--- src/rtl/sabertooth_serial_rx.sv ---
// sabertooth_serial_rx
//
// 8N1 UART receiver plus simplified-serial motor command decoder. Bytes 1..127 set the
// motor 1 command (byte - 64), bytes 128..255 set the motor 2 command (byte - 192), and
// byte 0 stops both motors.
//
// Optional feature macro: SABERTOOTH_RX_WATCHDOG_EN
//   Defined   : a silence watchdog forces both commands to 0 after TIMEOUT_CLKS cycles
//               without a good byte, and raises timed_out until the next good byte.
//   Undefined : no watchdog; timed_out is tied low and commands hold indefinitely.
//
// Parameters
//   CLKS_PER_BIT : clock cycles per bit (>= 8)
//   TIMEOUT_CLKS : watchdog silence limit in cycles (>= 2)
//
// Ports
//   CLOCK_50   in   clock
//   reset      in   asynchronous active-high reset
//   uart_in    in   serial line, asynchronous, idles high
//   byte_data  out  last byte received with a good stop bit
//   byte_valid out  one-cycle pulse when byte_data updates
//   frame_err  out  one-cycle pulse when a stop bit samples low
//   m1_cmd     out  signed motor 1 command
//   m2_cmd     out  signed motor 2 command
//   cmd_update out  one-cycle pulse when either command register is written
//   timed_out  out  high while the watchdog has expired

module sabertooth_serial_rx #(
  parameter int unsigned CLKS_PER_BIT = 5208,
  parameter int unsigned TIMEOUT_CLKS = 25_000_000
) (
  input  logic              CLOCK_50,
  input  logic              reset,
  input  logic              uart_in,
  output logic [7:0]        byte_data,
  output logic              byte_valid,
  output logic              frame_err,
  output logic signed [6:0] m1_cmd,
  output logic signed [6:0] m2_cmd,
  output logic              cmd_update,
  output logic              timed_out
);

  localparam int unsigned CntW = $clog2(CLKS_PER_BIT);
  localparam logic [CntW-1:0] HalfM1 = CntW'(CLKS_PER_BIT / 2 - 1);
  localparam logic [CntW-1:0] FullM1 = CntW'(CLKS_PER_BIT - 1);

  typedef enum logic [2:0] {StIdle, StStart, StData, StStop, StWaitIdle} state_t;

  state_t          state;
  logic [CntW-1:0] cnt;
  logic [2:0]      bit_idx;
  logic [7:0]      shift;
  logic            rx_meta;
  logic            rx_s;

  // Two-flop synchroniser; resets to the idle (high) line level.
  always_ff @(posedge CLOCK_50 or posedge reset) begin
    if (reset) begin
      rx_meta <= 1'b1;
      rx_s    <= 1'b1;
    end else begin
      rx_meta <= uart_in;
      rx_s    <= rx_meta;
    end
  end

  always_ff @(posedge CLOCK_50 or posedge reset) begin
    if (reset) begin
      state      <= StIdle;
      cnt        <= '0;
      bit_idx    <= '0;
      shift      <= '0;
      byte_data  <= '0;
      byte_valid <= 1'b0;
      frame_err  <= 1'b0;
    end else begin
      byte_valid <= 1'b0;
      frame_err  <= 1'b0;
      unique case (state)
        StIdle: begin
          if (!rx_s) begin
            cnt   <= HalfM1;
            state <= StStart;
          end
        end
        StStart: begin
          // Mid-start-bit check rejects short glitches.
          if (cnt == '0) begin
            if (!rx_s) begin
              cnt     <= FullM1;
              bit_idx <= '0;
              state   <= StData;
            end else begin
              state <= StIdle;
            end
          end else begin
            cnt <= cnt - 1'b1;
          end
        end
        StData: begin
          if (cnt == '0) begin
            shift <= {rx_s, shift[7:1]};
            cnt   <= FullM1;
            if (bit_idx == 3'd7) begin
              state <= StStop;
            end else begin
              bit_idx <= bit_idx + 1'b1;
            end
          end else begin
            cnt <= cnt - 1'b1;
          end
        end
        StStop: begin
          if (cnt == '0) begin
            if (rx_s) begin
              byte_data  <= shift;
              byte_valid <= 1'b1;
              state      <= StIdle;
            end else begin
              frame_err <= 1'b1;
              state     <= StWaitIdle;
            end
          end else begin
            cnt <= cnt - 1'b1;
          end
        end
        StWaitIdle: begin
          // Hold off through a break so a low line never yields spurious frames.
          if (rx_s) begin
            state <= StIdle;
          end
        end
        default: state <= StIdle;
      endcase
    end
  end

  // Offsets computed in 8-bit unsigned arithmetic; the low 7 bits are the signed command.
  logic [7:0] m1_diff;
  logic [7:0] m2_diff;
  logic       wd_expire;

  assign m1_diff = byte_data - 8'd64;
  assign m2_diff = byte_data - 8'd192;

`ifdef SABERTOOTH_RX_WATCHDOG_EN
  localparam int unsigned WdW = $clog2(TIMEOUT_CLKS + 1);
  localparam logic [WdW-1:0] WdMax = WdW'(TIMEOUT_CLKS);
  localparam logic [WdW-1:0] WdLast = WdW'(TIMEOUT_CLKS - 1);

  logic [WdW-1:0] wd_cnt;

  // The byte_valid cycle counts as silent cycle 0, so the reload value is 1 and expiry
  // lands exactly TIMEOUT_CLKS cycles after the byte_valid pulse.
  assign wd_expire = !byte_valid && (wd_cnt == WdLast);

  always_ff @(posedge CLOCK_50 or posedge reset) begin
    if (reset) begin
      wd_cnt    <= WdMax;
      timed_out <= 1'b1;
    end else if (byte_valid) begin
      wd_cnt    <= WdW'(1);
      timed_out <= 1'b0;
    end else if (wd_cnt != WdMax) begin
      wd_cnt <= wd_cnt + 1'b1;
      if (wd_expire) begin
        timed_out <= 1'b1;
      end
    end
  end
`else
  assign wd_expire = 1'b0;
  assign timed_out = 1'b0;
`endif

  always_ff @(posedge CLOCK_50 or posedge reset) begin
    if (reset) begin
      m1_cmd     <= '0;
      m2_cmd     <= '0;
      cmd_update <= 1'b0;
    end else begin
      cmd_update <= 1'b0;
      if (byte_valid) begin
        cmd_update <= 1'b1;
        if (byte_data == 8'd0) begin
          m1_cmd <= '0;
          m2_cmd <= '0;
        end else if (!byte_data[7]) begin
          m1_cmd <= signed'(m1_diff[6:0]);
        end else begin
          m2_cmd <= signed'(m2_diff[6:0]);
        end
      end else if (wd_expire) begin
        m1_cmd     <= '0;
        m2_cmd     <= '0;
        cmd_update <= 1'b1;
      end
    end
  end

endmodule

--- config.mk ---
export PLATFORM = sky130hd
export DESIGN_NAME = sabertooth_serial_rx
export DESIGN_NICKNAME = d
export VERILOG_FILES = /design/src/rtl/sabertooth_serial_rx.sv
export SDC_FILE = /design/constraint.sdc
export NUM_CORES = 1
export LEC_CHECK = 0
export ABC_AREA = 0
export BUFFER_PORTS_ARGS = -buffer_cell sky130_fd_sc_hd__buf_2
export CAP_MARGIN = 20
export CORE_MARGIN = 1
export CORE_UTILIZATION = 55
export CTS_BUF_LIST = sky130_fd_sc_hd__clkbuf_4 sky130_fd_sc_hd__clkbuf_8
export CTS_CLUSTER_DIAMETER = 100
export DETAILED_ROUTE_END_ITERATION = 10
export PLACE_DENSITY_LB_ADDON = 0.2
export SLEW_MARGIN = 20
export SYNTH_ARGS = -nofsm -noshare
export SYNTH_HDL_FRONTEND = slang
export SYNTH_SLANG_ARGS = --single-unit
export TNS_END_PERCENT = 20
--- constraint.sdc ---
create_clock -name CLOCK_50 -period 3.46 [get_ports CLOCK_50]
set_input_delay 0.692 -clock CLOCK_50 [delete_from_list [all_inputs] [get_ports CLOCK_50]]
set_output_delay 0.692 -clock CLOCK_50 [all_outputs]
set_load 0.01 [all_outputs]
==> results by group <==
Run status
  – Status: complete, no violations

Setup path
  – Kind of critical path: reg -> reg
  – Crit path capture type: flip-flop
  – CP arrival: roughly 2900 ps
  – CP startpoint kind: flip-flop
  – CP Max Fanout: 12
  – Required @ worst endpoint: 3650 ps

Route
  – Post-DR vias/cell: 5.667
  – First drt pass iteration count: 4
  – Via count: around 1800
  – Final ANT Viol Nets: 0
  – Drt initial violations: 127
  – Drc violations: 0
  – Final wirelength: about 4.7 mm
  – Routed WL per cell: approximately 15 um

Synth
  – Synth unique cells: 43
  – Post-synth top cells: dfrtp_1, nand2_1, nor2_1
  – Yosys reg bits: 54
  – Top post-synthesis cells by area: dfrtp_1, mux2_2, nand2_1
  – Avg Inst Size Synth: around 11 sq um
  – Synth Net Count: 239
  – Post-synth ARST share: between 90% and 100%
  – Synth top area share: between 50% and 60%
  – Gate Count Post-Synth: between 200 and 250
  – Post-Syn Area: 2520 sq um
  – Post-synth EDFFs: 0
  – Largest area contributor in the netlist: dfrtp_1
  – Predominant post-synthesis flop cell: dfrtp_1
  – Top-count cell post-synth: dfrtp_1
  – Sequential area share after synthesis: around 54%
  – YS warnings: 0

Clock tree
  – CTS tree: yes
  – Hold Buf Count CTS: 0
  – Post-CTS Setup Inserts: 0
  – H-tree levels: 2
  – CTS resizes: 0
  – Clock buffer depth: 2
  – Clock transition at path regs: 100 ps
  – Root buffer cell: clkbuf_8
  – Num CTS Buffers: 5
  – Clock latency at the later pin of the worst-skew pair: about 300 ps
  – CTS Sinks: 54

Finish
  – Final cell count without fillers: approximately 310
  – Antenna Cells: 0
  – Multi-input gate area: 1091 sq um
  – Area Growth Syn to Fin: 9.931%
  – Share of layout cells above drive strength 1: a little over a quarter
  – Final #Nets: 263
  – Register area: about 1400 sq um
  – Finished Cell Area: 2770 sq um
  – # fillers: approximately 350

GRT
  – First-pass GRT wire length: 7.955 mm
  – Largest net degree at the start of global routing: 34
  – Via count of the first global-routing pass: 1620
  – Initial antenna violation count: 0
  – GR Overflow Total: 0
  – GRT Total Usage: 20.59%

STA
  – Worst Skew: 6.897 ps
  – Final setup violation count: 0
  – Slew margin rel.: 44.92%
  – Fin crit share: 78.90%
  – Achievable Freq: 366.3 MHz
  – Final worst slack: ~730 ps
  – RSZ-0062 raised after global routing: false
  – Setup Total Neg Slack: 0 ps
  – Tmin final: 2730 ps
  – Worst slew pin tran: 823.4 ps
  – Final Hold Violating Endpoints: 0
  – Fin. max-slew vios: 0

Die
  – FP Rows: 24
  – Initial core utilization: a little under three fifths
  – Die Wd: approximately 70 um
  – Core area: 4384 sq um
  – Top Ports: 29
  – Die height: approximately 70 um
  – Die Area: ~5000 sq um

Power and ir drop
  – Tot Pwr: 1.020 mW
  – Leakage power: around 1.4 nW
  – Worst VDD drop: slightly above 0.4 mV
  – Pwr per Cell Area: 368.1 nW/um^2

Job
  – Max cap viols: 0

Placed design
  – Area post-placement: 2671 sq um
  – # port buffers: 27
  – Routability congestion estimate from global placement: between 0.8 and 0.9
  – Hpwl dp: ~3.3 mm
  – Inst Count DP: 301
  – Dpl ws: between 700 and 800 ps

Hold path
  – Hold Crit Class: reg -> reg
cell families (layout without fill, tap and decap cells):
group	count (synthesis)	after routing	synth area share, %
AOI/OAI and AO/OA	42	42	12.07
adders and majority gates	4	4	1.986
DFF	54	54	53.72
buffers and inverters	16	41	2.979
and+or+nand+nor	90	90	17.97
other	1	1	0.1488
muxes	25	25	11.12
final cells by class:
class,count,share of cell area [%]
Multi-Input combinational cell,162,39.39
Clock inverter,2,0.5872
Clock buffer,6,2.981
Sequential cell,54,48.87
Timing Repair Buffer,28,5.149
Inverter,5,0.6775
Tap cell,52,2.349
where the power goes:
part,leakage (nW),switching [mW],internal [mW],total (mW)
clock network,0.0478,0.203,0.165,0.368
logic,0.655,0.0145,0.00276,0.0173
registers,0.696,0.00124,0.633,0.634
total,1.40,0.219,0.801,1.02
per-stage QoR:
| step | util, % | hold slack (ps) |
|---|---|---|
| 2_1_floorplan | - | 345.2 |
| 3_3_place_gp | 60.93 | 348.2 |
| 3_5_place_dp | 60.93 | 352.3 |
| 4_1_cts | 63.18 | 366.6 |
| 5_1_grt | 63.18 | 372.9 |
| 6_report | 63.18 | 364.5 |
worst max-delay path: stages, from the launching register on:
cell	delay, ps
dfrtp_1	410
or3_4	410
or3_1	470
nor3_4	440
and2_1	250
nor2b_1	270
mux2_2	370
placed cells by master (no fill, tap or decap), types with 3 or more instances in the layout:
cell,instances
mux2_2,22
clkbuf_8,6
a21oi_1,7
a311oi_1,3
inv_1,4
o21ai_0,11
o22a_1,4
nor2_1,27
nor3b_1,3
buf_2,27
nand2_1,28
a22oi_1,4
nor3_1,5
nand3_1,4
nor2b_1,5
o31ai_1,4
nand2b_1,5
ha_1,4
dfrtp_1,52
nand3b_1,3
state kept, by name (all words and copies together), names as in the netlist, 3 cells and up:
name       flops
m1_cmd         7
bit_idx        3
state          3
cnt           13
shift          8
byte_data      8
m2_cmd         7
worst paths after layout:
kind / start / to / slack (ps) / depth (start not counted)
max: cnt[7] / bit_idx[1] / 730 / 6
min: rx_meta / rx_s / 360 / 0
max reg2reg: cnt[7] / bit_idx[1] / 730 / 6
min reg2reg: rx_meta / rx_s / 360 / 0
max in group asynchronous: reset / cnt[8] / 2220 / 3
min in group asynchronous: reset / m1_cmd[2] / 480 / 2
routing by layer:
metal / up-vias / global-route usage [%] / wire [um]
met5: - / 0 / 0
met3: 4 / 3.634 / 201
met1: 836 / 31.97 / 2362
met2: 51 / 30.64 / 2149
met4: 0 / 4.000 / 25
li1: 860 / - / -
No activity file was read; power rests on OpenSTA's default activity.
